**src/rtl/turf_header_framer.sv**
```systemverilog
// TURF header framer: splits the 64-bit header qword stream into fixed-size frames.
// Checks the qword-0 and trailer signatures and event-number continuity; emits AXI4-Stream with tlast/tuser.
module turf_header_framer #(
  parameter int unsigned FRAME_QWORDS = 16,
  parameter logic [15:0] HEADER_WORDS = 16'h003F,
  parameter logic [15:0] EVENT_FORMAT = 16'h4531,
  parameter logic [15:0] SURF_WORDS   = 16'h0040
) (
  input  logic        memclk,
  input  logic        memrst,
  input  logic [63:0] s_thdr_tdata,
  input  logic        s_thdr_tvalid,
  output logic        s_thdr_tready,
  output logic [63:0] m_hdr_tdata,
  output logic        m_hdr_tvalid,
  input  logic        m_hdr_tready,
  output logic        m_hdr_tlast,
  output logic [1:0]  m_hdr_tuser,
  output logic        in_sync_o,
  output logic [31:0] frame_count_o,
  output logic [15:0] err_count_o,
  output logic        seq_err_o
);

  localparam int unsigned BW = (FRAME_QWORDS > 2) ? $clog2(FRAME_QWORDS) : 1;
  localparam logic [BW-1:0] LAST_BEAT = BW'(FRAME_QWORDS - 1);

  typedef enum logic {HUNT, PASS} state_t;

  state_t        state;
  logic [BW-1:0] beat;
  logic          first_frame;
  logic          seq_pend;
  logic [31:0]   last_event;

  logic        out_free;
  logic        accept;
  logic        sig_ok;
  logic        seq_break;
  logic        trailer_bad;
  logic        is_last;
  logic [31:0] in_event;
  logic [1:0]  err_inc;
  logic [16:0] err_sum;

  // HUNT also waits for a free output register, so a stalled beat is never
  // overwritten; once the last frame drains this is the constant 1 of HUNT.
  assign out_free      = !m_hdr_tvalid || m_hdr_tready;
  assign s_thdr_tready = out_free;
  assign accept        = s_thdr_tvalid && s_thdr_tready;

  assign in_event    = s_thdr_tdata[63:32];
  assign sig_ok      = (s_thdr_tdata[15:0] == HEADER_WORDS) &&
                       (s_thdr_tdata[31:16] == EVENT_FORMAT);
  assign trailer_bad = (s_thdr_tdata[63:48] != SURF_WORDS);
  assign is_last     = (beat == LAST_BEAT);
  assign seq_break   = !first_frame && (in_event != last_event + 32'd1) &&
                       (in_event != '0);

  always_comb begin
    err_inc = '0;
    if (accept && state == PASS) begin
      if (beat == '0) begin
        if (!sig_ok || seq_break) err_inc = 2'd1;
      end else if (is_last && trailer_bad) begin
        err_inc = 2'd1;
      end
    end
  end

  assign err_sum = {1'b0, err_count_o} + {15'd0, err_inc};

  always_ff @(posedge memclk or posedge memrst) begin
    if (memrst) begin
      state         <= HUNT;
      beat          <= '0;
      first_frame   <= 1'b1;
      seq_pend      <= 1'b0;
      last_event    <= '0;
      m_hdr_tdata   <= '0;
      m_hdr_tvalid  <= 1'b0;
      m_hdr_tlast   <= 1'b0;
      m_hdr_tuser   <= '0;
      in_sync_o     <= 1'b0;
      frame_count_o <= '0;
      err_count_o   <= '0;
      seq_err_o     <= 1'b0;
    end else begin
      seq_err_o   <= 1'b0;
      err_count_o <= err_sum[16] ? '1 : err_sum[15:0];

      if (m_hdr_tvalid && m_hdr_tready) begin
        m_hdr_tvalid <= 1'b0;
        if (m_hdr_tlast) frame_count_o <= frame_count_o + 32'd1;
      end

      if (accept) begin
        case (state)
          HUNT: begin
            if (sig_ok) begin
              m_hdr_tvalid <= 1'b1;
              m_hdr_tdata  <= s_thdr_tdata;
              m_hdr_tlast  <= 1'b0;
              m_hdr_tuser  <= '0;
              state        <= PASS;
              in_sync_o    <= 1'b1;
              beat         <= BW'(1);
              last_event   <= in_event;
              first_frame  <= 1'b0;
              seq_pend     <= 1'b0;
            end
          end
          PASS: begin
            if (beat == '0) begin
              if (!sig_ok) begin
                state       <= HUNT;
                in_sync_o   <= 1'b0;
                first_frame <= 1'b1;
              end else begin
                m_hdr_tvalid <= 1'b1;
                m_hdr_tdata  <= s_thdr_tdata;
                m_hdr_tlast  <= 1'b0;
                m_hdr_tuser  <= '0;
                beat         <= BW'(1);
                last_event   <= in_event;
                first_frame  <= 1'b0;
                seq_pend     <= seq_break;
                seq_err_o    <= seq_break;
              end
            end else begin
              m_hdr_tvalid <= 1'b1;
              m_hdr_tdata  <= s_thdr_tdata;
              m_hdr_tlast  <= is_last;
              m_hdr_tuser  <= is_last ? {seq_pend, trailer_bad} : 2'b00;
              beat         <= is_last ? '0 : beat + BW'(1);
            end
          end
          default: state <= HUNT;
        endcase
      end
    end
  end

endmodule

```
**config.mk**
```make
export PLATFORM = sky130hd
export DESIGN_NAME = turf_header_framer
export DESIGN_NICKNAME = d
export VERILOG_FILES = /design/src/rtl/turf_header_framer.sv
export SDC_FILE = /design/constraint.sdc
export NUM_CORES = 1
export LEC_CHECK = 0
export ABC_AREA = 1
export CORE_ASPECT_RATIO = 1.5
export CORE_MARGIN = 2
export CORE_UTILIZATION = 47
export CTS_BUF_LIST = sky130_fd_sc_hd__clkbuf_4
export CTS_CLUSTER_SIZE = 28
export DETAILED_ROUTE_END_ITERATION = 6
export PLACE_DENSITY_LB_ADDON = 0.12
export SKIP_CTS_REPAIR_TIMING = 1
export SLEW_MARGIN = 10
export SYNTH_ARGS = -nofsm -noshare
export SYNTH_HDL_FRONTEND = slang
export SYNTH_SLANG_ARGS = --single-unit
```
**constraint.sdc**
```tcl
create_clock -name memclk -period 5.3 [get_ports memclk]
set_input_delay 1.06 -clock memclk [delete_from_list [all_inputs] [get_ports memclk]]
set_output_delay 1.06 -clock memclk [all_outputs]
set_load 0.01 [all_outputs]
```
Word-level counts from Yosys, hierarchy flattened
Index checks and enable logic that the tools add are counted.
Cells by class
  add/sub/neg operators: 4
  bitwise gates (word level): 1
  multiplexer cells: 45
  reductions and logical operators: 19
  eq/ne operators: 9
Operators by type and width (count)
  64-bit 2-to-1 mux: 2
  64-bit case mux with 2 select lines: 1
  32-bit by 1-bit adder with 32-bit output, second input constant: 2
  32-bit 2-to-1 mux: 2
  32-bit case mux with 2 select lines: 1
  32-bit != test: 1
  32-bit nonzero test: 1
  1-bit 2-to-1 mux: 22
  16-bit by 2-bit adder with 17-bit output: 1
  16-bit by 15-bit == test with 1-bit output, second input constant: 1
  16-bit by 6-bit == test with 1-bit output, second input constant: 1
  16-bit 2-to-1 mux: 1
  16-bit by 7-bit != test with 1-bit output, second input constant: 1
  4-bit 2-to-1 mux: 3
  1-bit case mux with 2 select lines: 6
  2-bit 2-to-1 mux: 5
  4-bit case mux with 2 select lines: 1
  4-bit AND reduction: 2
  1-bit logical AND: 7
  4-bit by 1-bit adder with 4-bit output, second input constant: 1
  4-bit == test, second input constant: 1
  4-bit zero test: 1
  2-bit by 1-bit != test with 1-bit output, second input constant: 2
  2-bit != test, second input constant: 2
  other kinds (6): 10
Storage, ports and cells
  register bits after elaboration: 157
  input port bits: 68
  output and inout port bits: 119

Depth between registers and ports, before layout
Gate-level depths: netlist (run 1).
  depth after elaboration: 10
  gate-level depth with buffers: 26

Worst setup path before layout (run 1)
No wires, ideal clock.
  kind: input to register
  start: input port s_thdr_tdata[35]
  end: register err_count_o[10]
  data arrival time: 3203 ps
  stages on the path: 23
  path buffers: 1
  library setup time: 142 ps
  data required time: 5158 ps
  slack: 1955 ps
  path through: or2_2 nand2_1 nand2_1 nand2_1 nand3_1 nor2_1 nand2_1 nor2_1 nand3_1 nor2_1 nand2_1 nand2_1 nand3_1 ha_1 nand2_1 nor2_1 nand2_1 nor3_2 nand2_1 nor2_2 nand3_1 clkbuf_1 o21ai_0
Between the ends
  longest elaborated chain between the ends: 9
  elaborated cells on any way between the ends: 10
  those cells by class: 1 x add/sub; 1 x eq/ne; 4 x mux; 4 x reduce/logical
Ends and longest elaborated chain
  start: declaration: line 11  | input logic [63:0] s_thdr_tdata,
  32-bit != test: line 57  | assign seq_break = !first_frame && (in_event != last_event + 32'd1) &&
  1-bit logical AND: line 57
  1-bit logical AND *: line 57
  1-bit logical OR *: line 64  | if (!sig_ok || seq_break) err_inc = 2'd1;
  1-bit 2-to-1 mux *: line 64
  2-bit 2-to-1 mux *: line 63  | if (beat == '0) begin
  2-bit 2-to-1 mux *: line 62  | if (accept && state == PASS) begin
  16-bit by 2-bit adder with 17-bit output *: line 71  | assign err_sum = {1'b0, err_count_o} + {15'd0, err_inc};
  16-bit 2-to-1 mux *: line 90  | err_count_o <= err_sum[16] ? '1 : err_sum[15:0];
  end signal: assignment: line 90
  end: declaration: line 21  | output logic [15:0] err_count_o,
Every way passes the cells marked *; elsewhere a longest branch is shown, timed or not.
A chain may end at the register's enable or synchronous reset.

Worst setup path after layout (run 1)
  start: input port m_hdr_tready
  end: register err_count_o[14]
Between the ends
  longest elaborated chain between the ends: 6
Ends and longest elaborated chain
  start: declaration: line 16  | input logic m_hdr_tready,
  1-bit logical OR: line 48  | assign out_free = !m_hdr_tvalid || m_hdr_tready;
  1-bit logical AND: line 50  | assign accept = s_thdr_tvalid && s_thdr_tready;
  1-bit logical AND: line 62
  2-bit 2-to-1 mux: line 62
  16-bit by 2-bit adder with 17-bit output: line 71
  16-bit 2-to-1 mux: line 90
No other way between the ends.

==> summary.md, run 1 <==
| Metric | Value |
|---|---|
| FMAX | `270 MHz` |
| Detailed Route Iter0 Violations | `slightly below 300` |
| Critical path endpoint category | `flip-flop` |
| Root Driver | `clkbuf_4` |
| Reg-to-Reg Start | `last_event[0]` |
| Logic pwr share | `32.7%` |
| Skew-Pair Late Insertion Delay | `560 ps` |
| WP data arrival | `roughly 4200 ps` |
| Compound-gate portion of the synthesized area | `under 10%` |
| Switch Pwr | `about 1200 uW` |
| Worst slack at placement | `1010 ps` |
| R2R Path End | `err_count_o[14]` |
| Syn avg cell area | `7.81 um^2` |
| PortBufs | `186` |
| DRC viols | `0` |
| Most common cell after layout, fill and taps aside | `nand2_1` |
| Most used cell, CP | `nand2_1` |
| Post-Syn Nets | `~1100` |
| Share of cells above drive strength 1 | `7.11%` |
| Slowest stage cell, crit path | `clkdlybuf4s50_1` |
| Fin nets | `1312` |
| EDFF count, synth | `0` |
| Adder-cell share of the synthesized area | `0.916%` |
| Critical path's top delay family | `simple AND/OR/NAND/NOR gates` |
| Setup crit start kind | `input pin` |
| Status | `completed` |
| Seq/Total Area, Yosys | `a little under half` |
| Die area | `18500 um^2` |
| Hold Startpoint | `frame_count_o[31]` |
| Vias per cell | `5.02` |
| Max-slew violations | `0` |
| Final hold violations | `0` |
| Core Box Area | `around 17000 um^2` |
| Switch share | `32.3%` |
| Slowest Stage Delay on Critical Path | `500 ps` |
| Num CTS Buffers | `17` |
| Synth Area in XOR/XNOR | `5.77%` |
| Clk pin slew, worst setup/hold paths | `approximately 130 ps` |
| Max Cap Violations | `0` |
| Headroom to the max-slew limit | `39.5%` |
| Final WL | `roughly 21000 um` |
| Int Pwr | `2460 uW` |
| Min-Delay Path Depth | `1` |
| Cell Pwr Density | `343 nW/um^2` |
| Share of the synthesized area in the top cell type | `about 48%` |
| Number of global-route vias before repair | `7250` |
| Die height | `166 um` |
| Initial Util | `a little under half` |
| CP Class | `in2reg` |
| RSZ-0062 raised after global routing | `false` |
| Die span in x | `roughly 110 um` |
| Top_reg_cell synth | `dfrtp_1` |
| Slew at the pin with the worst max-slew slack | `906 ps` |
| Multiplexer share of the synthesized area | `0%` |
| Syn. warnings | `0` |
| Sum Neg Setup Slack | `0 ps` |
| Commonest cells after routing, fill and taps aside | `nand2_1, clkdlybuf4s50_1, dfrtp_1` |
| Reg power frac | `44.7%` |
| Vias | `7351` |
| Worst Hold Path EP | `frame_count_o[31]` |
| Setup WS post-layout | `between 1500 and 2000 ps` |
| CP Max Fanout | `14` |
| Initial antenna violation count | `1` |
| Synth top area cells | `dfrtp_1, nand2_1, inv_1, xor2_1, o21ai_0` |
| WL per Instance | `14.6 um` |
| Row count | `59` |
| Synth Register Bits | `157` |
| Setup Viol. Count Final | `0` |
| Crit path buf inv count | `3` |
| Layout area overhead | `29.3%` |
| Pwr Total | `3640 uW` |
| CP Cell Sequence | `clkdlybuf4s50_1 > inv_1 > nand2_1 > nand2_1 > nor2_1 > inv_1 > nor4_1 > nand2_1 > nand3_1 > ha_1 > nand2_1 > nor2_1 > nand2_1 > nor3_2 > nand2_1 > nor2_2 > nand3_1 > nand3_1` |
| Leakage | `just over 0.005 uW` |
| First-pass GRT wire length | `35500 um` |
| Largest net degree at the start of global routing | `roughly 90` |
| Synth Instances | `1050` |
| Async set-reset flop share out of synthesis | `100%` |
| Gr ovfl total | `0` |
| DR pass1 iterations | `5` |
| Largest family of logic cells by synthesized area | `simple AND/OR/NAND/NOR gates` |
| H-tree levels | `4` |
| Yosys cell types | `36` |
| Fillers | `1641` |
| Clock Sinks | `157` |
| RD Place Congestion | `0.909` |
| Top-level port count | `approximately 190` |
| Clock Power Share | `22.6%` |
| Post-synthesis cell area | `between 8000 and 9000 um^2` |
| Yosys top cell by area | `dfrtp_1` |
| Worst Setup SP | `m_hdr_tready` |
| Clock Skews | `19.6 ps` |
| Type of the most critical hold path | `reg2reg` |
| CTS tree | `done` |
| Post-DP HPWL | `16100 um` |
| Minimum clock period | `3700 ps` |
| R2R depth | `24` |
| Req. time, crit path | `5780 ps` |
| Clock buffer depth | `2` |
| Tcrit/Tclk final | `between 60% and 70%` |
| Internal reg-to-reg setup slack | `1630 ps` |
| Global router's overall resource usage | `23.9%` |
| Peak supply drop | `0.000228 V` |
| Post-Synth Simple-Gate Area | `between 30% and 40%` |
| Antenna-violating nets left | `0` |
==> worst max-delay path by stage <==
stage,to,slack [ps],cells past startpoint
floorplan,beat[0],7,1
global placement,err_count_o[14],1100,22
detailed placement,err_count_o[14],1010,18
CTS,err_count_o[14],1600,24
global route,err_count_o[10],1250,24
finish,err_count_o[14],1600,18
==> stage by stage <==
step                hold WS (ps)  cells  cell area, um^2  utilization, %
detailed placement           458   1432            10300            59.7
global route                 498   1465            10600            61.6
finish                       482   1465            10600            61.6
floorplan                    436   1050             8200               -
CTS                          484   1464            10600            61.6
global placement             454   1432            10300            59.7
==> kinds of logic after synthesis <==
group	after synthesis
AO/OA/AOI/OAI	98
XOR/XNOR	54
adder cells (fa/ha/maj)	6
buffers and inverters	141
flip-flops	157
AND/OR/NAND/NOR	594
==> registers in the layout, summed over array words and instances (netlist names), 2 cells and up <==
signal,cells
m_hdr_tdata,64
frame_count_o,32
last_event,32
err_count_o,16
beat,4
m_hdr_tuser,2
==> final cells by class <==
| type | count | area, um^2 | share of cell area (%) |
|---|---|---|---|
| flip-flops and latches | 157 | 3930 | 37.1 |
| multi-input cells | 752 | 3720 | 35.1 |
| repair buffers | 191 | 1900 | 17.9 |
| clock buffers | 18 | 135 | 1.28 |
| diodes | 1 | 2.50 | 0.0236 |
| clock inverters | 14 | 189 | 1.78 |
| inverters | 119 | 452 | 4.26 |
| well taps | 213 | 267 | 2.52 |
==> power groups by stage <==
stage	registers (uW)	clock network [uW]	logic, uW
final	1620	822	1190
after global routing	1660	906	1300
after CTS	1630	853	1210
after detailed placement	1650	0	1210
after global placement	1640	0	1190
after floorplan	1750	0	402
==> metal layers <==
metal | part of all wire (%) | global-route usage [%]
met5 | 0 | 0
met2 | 51 | 42.0
met3 | 4.7 | 5.89
met4 | 4.8 | 13.0
met1 | 39 | 26.4
==> cells in the mapped netlist, types with 2 or more instances <==
cell      number
nand2_2       11
o21ai_1       18
xor2_1        38
ha_1           6
nand2_4        3
clkbuf_1       8
nor3_2         4
nand3_1       49
o21bai_1       5
inv_2          8
or2_2          3
a21oi_1        8
inv_1        110
nor2_1        80
nor4_1        15
o21ai_0       64
xnor2_1       16
nor3_1        15
nor2_4         9
nor2_8         2
nand2_1      367
nand3b_1       7
nand4_1       15
dfrtp_1      156
buf_2         14
nand3_2        3
nor2_2         7
No activity file was read; power rests on OpenSTA's default activity.
==> inputs of run 2 (changes only) <==
==> constraint.sdc (replaced) <==
create_clock -name memclk -period 3.18 [get_ports memclk]
set_input_delay 0.636 -clock memclk [delete_from_list [all_inputs] [get_ports memclk]]
set_output_delay 0.636 -clock memclk [all_outputs]
set_load 0.01 [all_outputs]
==> run 2 against run 1 <==
  * The run now ends with setup timing left
  * Routed wire length rose by 5.7%
  * Global-route usage rose by 0.64 points
  * Sequential power rose by 69%
  * Non-clock buffer count rose by 100
  * Power rose by 64%
  * Register-to-register slack got worse by 1700 ps
  * Setup slack got worse by 1700 ps
  * Via count rose by 5.6%
  * Clock-buffer cell count did not move
  * First-iteration DRC count rose by 36%
  * Hold slack improved by 4.0 ps
  * Cell count rose by 6.8%
  * Critical endpoint unchanged
  * Largest cell class unchanged
==> summary.md, run 2 (same netlist as run 1, synthesis figures left out) <==
| Metric | Value |
|---|---|
| Status | `finished, violations left` |
| Failing checks | `setup timing` |
| Number of global-route vias before repair | `~7700` |
| WP data arrival | `3770 ps` |
| Fin nets | `1412` |
| Cell Pwr Density | `roughly 520 nW/um^2` |
| H-tree levels | `4` |
| Vias per cell | `4.96` |
| Die span in x | `~110 um` |
| Placed cells | `1516` |
| Vias | `7762` |
| Slowest Stage Delay on Critical Path | `between 400 and 500 ps` |
| Sum Neg Setup Slack | `-328 ps` |
| Commonest cells after routing, fill and taps aside | `nand2_1, clkdlybuf4s50_1, dfrtp_1` |
| Placed cell area | `11000 um^2` |
| RSZ-0062 raised after global routing | `true` |
| Clk pin slew, worst setup/hold paths | `150 ps` |
| Final hold violations | `0` |
| Min-Delay Path Depth | `1` |
| Core Box Area | `17200 um^2` |
| Top-level port count | `187` |
| Row count | `59` |
| CP Max Fanout | `4` |
| Max FFs per register | `64` |
| Most flops, register | `m_hdr_tdata` |
| Type of the most critical hold path | `reg2reg` |
| Tcrit/Tclk final | `103%` |
| Peak supply drop | `0.000351 V` |
| Die height | `166 um` |
| Max Cap Violations | `0` |
| Die area | `~19000 um^2` |
| Antenna-violating nets left | `0` |
| Initial Util | `47.6%` |
| Slowest stage cell, crit path | `dfrtp_1` |
| WL per Instance | `14.5 um` |
| Setup crit start kind | `flip-flop` |
| Critical path endpoint category | `flip-flop` |
| Root Driver | `clkbuf_4` |
| Clock Sinks | `157` |
| Layout area overhead | `40.8%` |
| CTS tree | `done` |
| Largest net degree at the start of global routing | `85` |
| Num CTS Buffers | `17` |
| Headroom to the max-slew limit | `69.3%` |
| Largest regs | `m_hdr_tdata (64), frame_count_o (32), last_event (32)` |
| First-pass GRT wire length | `36700 um` |
| Minimum clock period | `approximately 3300 ps` |
| Most used cell, CP | `nand2_2` |
| Most common cell after layout, fill and taps aside | `nand2_1` |
| CP Class | `reg2reg` |
| Final WL | `22600 um` |
| Gr ovfl total | `0` |
| Setup WS post-layout | `-79.8 ps` |
| Skew-Pair Late Insertion Delay | `between 500 and 600 ps` |
| Post-route cell area | `11500 um^2` |
| Post-Layout Cell Count | `1565` |
| DRC viols | `0` |
| RD Place Congestion | `0.924` |
| Setup Viol. Count Final | `12` |
| R2R depth | `25` |
| Initial antenna violation count | `1` |
| Post-DP HPWL | `approximately 17000 um` |
| Leakage | `0.00569 uW` |
| Max-slew violations | `0` |
| Clock Skews | `26.3 ps` |
| Pwr Total | `5980 uW` |
| Share of cells above drive strength 1 | `16.4%` |
| Clock buffer depth | `2` |
| Final Core Density | `67.1%` |
| Slew at the pin with the worst max-slew slack | `461 ps` |
| DR pass1 iterations | `4` |
| Global router's overall resource usage | `about a quarter` |
| PortBufs | `186` |
| Detailed Route Iter0 Violations | `404` |
| FMAX | `307 MHz` |
| Req. time, crit path | `3690 ps` |
run 2: changes by cell type in the layout (fill, tap and decap cells not counted), moves of 3 or more:
cell	delta
buf_12	+5
buf_4	+91
buf_6	+4
bufinv_16	-3
nand2_1	-7
nand2_2	+5
nand3_1	-8
nand3_2	+7
nor2_1	-6
nor2_4	+4
o21ai_0	-3
run 2: per-layer routing:
| layer | global-route usage, % | part of all wire, % | vias to the layer above |
|---|---|---|---|
| li1 | - | - | 3897 |
| met1 | 27.0 | 37 | 3605 |
| met2 | 45.1 | 54 | 205 |
| met3 | 5.42 | 5.1 | 55 |
| met4 | 10.3 | 4.0 | 0 |
| met5 | 0 | 0 | - |
run 2: critical path, delay by kind of cell (launching register included):
kind,cells,cell delay [ps]
buf+inv,1,150
fa+ha+maj,1,150
flops,1,440
simple gates,23,2480
run 2: area by class of cell:
cell class | count | area, um^2
sequential | 157 | 3930
fill | 1497 | 5660
clock inverter | 14 | 133
inverter | 119 | 453
clock buffer | 18 | 135
tap | 213 | 267
multi-input combinational | 752 | 3890
timing repair buffer | 291 | 2730
antenna | 1 | 2.50
run 2: metrics by stage:
step	setup slack, ps	hold slack, ps
2_1_floorplan	197	436
6_report	-79.8	486
3_5_place_dp	-405	459
5_1_grt	-338	495
4_1_cts	-195	489
3_3_place_gp	-314	454
run 2: path summary, 6_finish.rpt:
kind	from	end	slack, ps
setup / recovery	last_event[0]	err_count_o[14]	-80
hold / removal	state	in_sync_o	490
setup reg to reg	last_event[0]	err_count_o[14]	-80
hold reg to reg	state	in_sync_o	490
max in group asynchronous	memrst	first_frame	2190
min in group asynchronous	memrst	frame_count_o[21]	520
run 2: power by group:
group / total (uW) / internal, uW / switching (uW)
Sequential: 2730 / 2440 / 282
Combinational: 2060 / 1100 / 966
Clock: 1190 / 414 / 773
Total: 5980 / 3950 / 2020
==> inputs of run 3 (changes only) <==
--- a/config.mk
+++ b/config.mk
@@ -6,7 +6,6 @@
 export NUM_CORES = 1
 export LEC_CHECK = 0
 export ABC_AREA = 1
-export CORE_ASPECT_RATIO = 1.5
 export CORE_MARGIN = 2
 export CORE_UTILIZATION = 47
 export CTS_BUF_LIST = sky130_fd_sc_hd__clkbuf_4
==> run 3 against run 2 <==
  * The flow still finishes with violations (setup timing)
  * Clock power barely moved
  * Design area up 0.79%
  * Combinational power barely moved
  * Via count shrank 1.8%
  * Maximum frequency grew 0.84%
  * Cell count rose by 0.83%
  * Sequential power barely moved
  * Clock skew decreased by 4.9 ps
  * Non-clock buffer count grew 2
  * Core utilization up 0.62 points
  * Power is 0.46% lower
  * Die area is 0.11% lower
  * Critical path type unchanged
==> summary.md, run 3 (same netlist as run 1, synthesis figures left out) <==
| Metric | Value |
|---|---|
| Skew-Pair Late Insertion Delay | `560 ps` |
| Req. time, crit path | `3690 ps` |
| Vias per cell | `4.83` |
| Setup Viol. Count Final | `2` |
| Layout area overhead | `41.9%` |
| Headroom to the max-slew limit | `between 50% and 60%` |
| CP Class | `reg2reg` |
| CTS tree | `done` |
| Largest regs | `m_hdr_tdata (64), frame_count_o (32), last_event (32)` |
| Final hold violations | `0` |
| Initial Util | `47.7%` |
| H-tree levels | `4` |
| R2R depth | `25` |
| FMAX | `309 MHz` |
| Reg-to-Reg Start | `last_event[1]` |
| Final antenna diode count | `0` |
| Clock Skews | `21.3 ps` |
| Die area | `between 15000 and 20000 um^2` |
| Final WL | `21600 um` |
| DR pass1 iterations | `5` |
| Worst slack at placement | `-431 ps` |
| Critical path endpoint category | `flip-flop` |
| Post-route cell area | `between 10000 and 15000 um^2` |
| DRC viols | `0` |
| Vias | `7625` |
| Hold Startpoint | `m_hdr_tdata[13]` |
| Gr ovfl total | `0` |
| R2R Path End | `err_count_o[14]` |
| Max-slew violations | `0` |
| Detailed Route Iter0 Violations | `467` |
| Worst hold slack | `roughly 500 ps` |
| Max FFs per register | `64` |
| Placed cell area | `11000 um^2` |
| Share of cells above drive strength 1 | `18.3%` |
| WL per Instance | `13.7 um` |
| Die span in x | `136 um` |
| Type of the most critical hold path | `reg2reg` |
| Failing checks | `setup timing` |
| RSZ-0062 raised after global routing | `true` |
| Largest net degree at the start of global routing | `74` |
| Peak supply drop | `0.000448 V` |
| Number of global-route vias before repair | `around 7300` |
| Clk pin slew, worst setup/hold paths | `around 140 ps` |
| Setup WS post-layout | `-52.7 ps` |
| Status | `finished, violations left` |
| Worst Hold Path EP | `m_hdr_tdata[13]` |
| Post-DP HPWL | `between 15000 and 20000 um` |
| CP Max Fanout | `5` |
| WP data arrival | `3740 ps` |
| Sum Neg Setup Slack | `-78.1 ps` |
| Die height | `136 um` |
| Setup crit start kind | `flip-flop` |
| Tcrit/Tclk final | `102%` |
| Leakage | `around 0.0057 uW` |
| Initial antenna violation count | `0` |
| Minimum clock period | `3230 ps` |
| Internal reg-to-reg setup slack | `-50 ps` |
| Most flops, register | `m_hdr_tdata` |
| RD Place Congestion | `around 0.90` |
| Fin nets | `1414` |
| Antenna-violating nets left | `0` |
| Clock buffer depth | `2` |
| Min-Delay Path Depth | `2` |
| Row count | `48` |
| Clock Sinks | `approximately 160` |
| Final Core Density | `67.7%` |
| First-pass GRT wire length | `34900 um` |
| Num CTS Buffers | `17` |
| Cell Pwr Density | `just over 500 nW/um^2` |
| PortBufs | `186` |
| Root Driver | `clkbuf_4` |
| Core Box Area | `17200 um^2` |
| Global router's overall resource usage | `23.7%` |
| Max Cap Violations | `0` |
| Most common cell after layout, fill and taps aside | `nand2_1` |
| Commonest cells after routing, fill and taps aside | `nand2_1, clkdlybuf4s50_1, dfrtp_1` |
| Slew at the pin with the worst max-slew slack | `647 ps` |
| Top-level port count | `approximately 190` |
-- run 3: changes by cell type in the layout (fill, tap and decap cells not counted), moves of 2 or more --
cell,change
clkinv_4,+3
buf_12,-2
clkinv_2,-2
dfrtp_1,-2
buf_4,+3
nor2_2,+8
nand2_1,-12
clkinv_1,+2
nor2_1,-9
nand3_1,-2
dfrtp_2,+2
nand2_2,+11
-- run 3: final cells by class --
cell class                 instances  area (um^2)
clock buffer                      17          128
tap                              225          282
sequential                       157         3940
inverter                         119          453
fill                            1485         5540
timing repair buffer             293         2720
clock inverter                    15          136
multi-input combinational        752         3980
-- run 3: routing by layer --
| metal | vias to the layer above | global-route usage, % | share of wire (%) |
|---|---|---|---|
| met5 | - | 0 | 0 |
| met4 | 0 | 5.21 | 1.2 |
| met3 | 19 | 6.08 | 4.9 |
| met2 | 156 | 39.7 | 49 |
| met1 | 3550 | 31.2 | 45 |
| li1 | 3900 | - | - |
-- run 3: report_power, final --
part           switching [uW]  internal [uW]  leakage (uW)
clock network             768            398      0.000139
registers                 279           2440       0.00203
logic                     966           1090       0.00351
total                    2010           3930       0.00568
-- run 3: how the worst max path moves through the flow --
stage                     start  cells after the start               to
6_report          last_event[1]                     25  err_count_o[14]
5_1_grt           last_event[1]                     25   err_count_o[2]
4_1_cts           last_event[0]                     24  err_count_o[14]
3_5_place_dp   s_thdr_tdata[35]                     23  err_count_o[14]
3_3_place_gp   s_thdr_tdata[35]                     23  err_count_o[14]
2_1_floorplan     last_event[0]                     26  err_count_o[10]
-- run 3: stage by stage --
step | cells | total power, uW
6_report | 1578 | 5950
5_1_grt | 1578 | 6360
4_1_cts | 1568 | 6000
3_5_place_dp | 1536 | 4820
3_3_place_gp | 1536 | 4770
2_1_floorplan | 1050 | 3590
-- run 3: critical path: stages, from the launching register on --
cell,delay [ps]
dfrtp_1,440
ha_4,170
inv_4,50
nor2_8,180
nand2_4,80
nor2_4,160
nand2_1,100
nand2_2,80
nand3_2,70
nand2_1,70
nor2_1,50
nand2_1,60
nor2_1,50
nand2_2,100
nand2_2,70
nand3_4,100
ha_4,160
nand2_4,50
nor2_4,140
nand2_4,80
nor3_4,180
nand2_2,120
nor2_4,160
nand4_1,130
or2_4,280
nand3_2,50
==> RTL change (settings of run 1) <==
Change the parameter `FRAME_QWORDS` from 16 to 64.
--- a/src/rtl/turf_header_framer.sv
+++ b/src/rtl/turf_header_framer.sv
@@ -2,5 +2,5 @@
 // Checks the qword-0 and trailer signatures and event-number continuity; emits AXI4-Stream with tlast/tuser.
 module turf_header_framer #(
-  parameter int unsigned FRAME_QWORDS = 16,
+  parameter int unsigned FRAME_QWORDS = 64,
   parameter logic [15:0] HEADER_WORDS = 16'h003F,
   parameter logic [15:0] EVENT_FORMAT = 16'h4531,
Check against the original RTL: no difference found for any inputs over 4 cycles, from zero or initial values and one cycle with memrst high; that may be too few to reach the edited logic, so the function may still have changed.
==> RTL change against run 1 <==
Critical path depth down 2. Area after synthesis up 1.4%. Setup slack better by 0.0063 ns. Register-to-register slack better by 0.15 ns. Routed wire length up 0.57%. Total power down 1.1%. Die area up 1.3%. Sequential cell count up 2. Design area up 0.50%. Clock power down 12%.
==> RTL change: results (changes against run 1) <==
[clock_network] Skew-Pair Late Insertion Delay 0.59 ns [+0.03 ns]
[cells_and_area] fill count 1642 [+0.061%]
[logic_synthesis] Mapped Nets 1140 [+1.4%]
[worst_setup_path] signal arrival time at the worst endpoint 4.20 ns [+0.02 ns]
[place] weighted congestion at the end of routability-driven global placement 0.973 [+7.0%]
[global_route] met1 demand-to-capacity share in global routing 0.271 [+0.00715]
[detailed_routing] detailed router's first-iteration violation count 364 [+23%]
[detailed_routing] total via count after detailed routing 7453 [+1.4%]
[detailed_routing] detailed-route wire length per cell 14.6 µm [-0.39%]
[place] Setup Slack @ Placement 0.965 ns [-0.0500 ns]
[global_route] gr usage total 0.237 [-0.00239]
[cells_and_area] count of buffers not belonging to the clock network in the layout 189 [-1.0%]
[logic_synthesis] cell types with the largest area share after synthesis sky130_fd_sc_hd__dfrtp_1 (48%), sky130_fd_sc_hd__nand2_1 (17%), sky130_fd_sc_hd__inv_1 (5.6%), sky130_fd_sc_hd__xor2_1 (4.0%), sky130_fd_sc_hd__o21ai_0 (3.4%)
[timing] final clock skew 0.0323 ns [+0.0127 ns]
[cells_and_area] clk cell area share 0.0255 [-0.00509]
[status] outcome completed
[power] Flop pwr share 0.463 [+0.016]
[global_route] met3 usage 0.0633 [+0.00441]
[cells_and_area] non-clock buffer contribution to total cell area 0.178 [-0.00112]
[global_route] pin count of the biggest net entering global routing 160 [+74%]
[detailed_routing] DR WL met2 11.1 mm [+0.39%]
[logic_synthesis] list of most frequent post-synthesis cells sky130_fd_sc_hd__nand2_1 (372), sky130_fd_sc_hd__dfrtp_1 (158), sky130_fd_sc_hd__inv_1 (125)
[global_route] GR Layer Usage met2 0.423 [+0.00278]
[cells_and_area] layout inverter count without the clock tree 130 [+9.2%]
[logic_synthesis] Yosys cell types 42 [+17%]
[power] maximum vdd drop 0.000251 V [+10%]
[logic_synthesis] sequential-to-total area share from yosys stat 0.479 [about the same]
[detailed_routing] routed metal-1 wirelength 8.59 mm [+2.7%]
[worst_setup_path] worst reg2reg setup slack 1.78 ns [+0.15 ns]
[cells_and_area] count of multi-input combinational gates 755 [+0.40%]
[timing] worst path setup slack after routing 1.61 ns [+0.00627 ns]
==> RTL change: cell count changes in the layout (fill, tap and decap cells not counted), sizes merged, moves of 3 or more <==
cell | run 1 | this run
clkinvlp | 1 | 5
and2 | 0 | 3
bufinv | 4 | 1
nor2 | 98 | 89
nand3b | 7 | 4
nand4 | 15 | 25
nand3 | 52 | 59
or2 | 4 | 1
nor4 | 16 | 11
a21oi | 8 | 5
inv | 122 | 132
==> RTL change: path summary, 6_finish.rpt <==
check / startpoint / cells after the start / endpoint
setup / recovery: m_hdr_tready / 16 / err_count_o[4]
hold / removal: frame_count_o[31] / 1 / frame_count_o[31]
max in group asynchronous: memrst / 3 / m_hdr_tdata[33]
setup reg to reg: last_event[0] / 22 / err_count_o[4]
min in group asynchronous: memrst / 3 / frame_count_o[3]
hold reg to reg: frame_count_o[31] / 1 / frame_count_o[31]
==> RTL change: cell families (layout without fill, tap and decap cells) <==
group           count (synthesis)  count (layout)  synth area share
compound gates                 97              97            0.0613
xor+xnor                       56              56            0.0590
fa+ha+maj                       6               6           0.00904
buf+inv                       152             351            0.0718
flops                         159             159             0.479
other cells                     0               1                 0
simple gates                  596             596             0.320
==> RTL change: stage by stage <==
| stage | hold slack [ns] | power, W |
|---|---|---|
| after CTS | 0.492 | 0.00364 |
| after global placement | 0.458 | 0.00290 |
| after global routing | 0.514 | 0.00384 |
| after floorplan | 0.442 | 0.00221 |
| after detailed placement | 0.466 | 0.00291 |
| final | 0.486 | 0.00360 |
==> RTL change: worst reg2reg max path: cells and delay by family, from the launching register on <==
kind	cells	cell delay, ns
AO/OA/AOI/OAI	1	0.20
adder cells (fa/ha/maj)	2	0.44
buffers and inverters	3	0.32
flip-flops	1	0.46
AND/OR/NAND/NOR	16	2.05
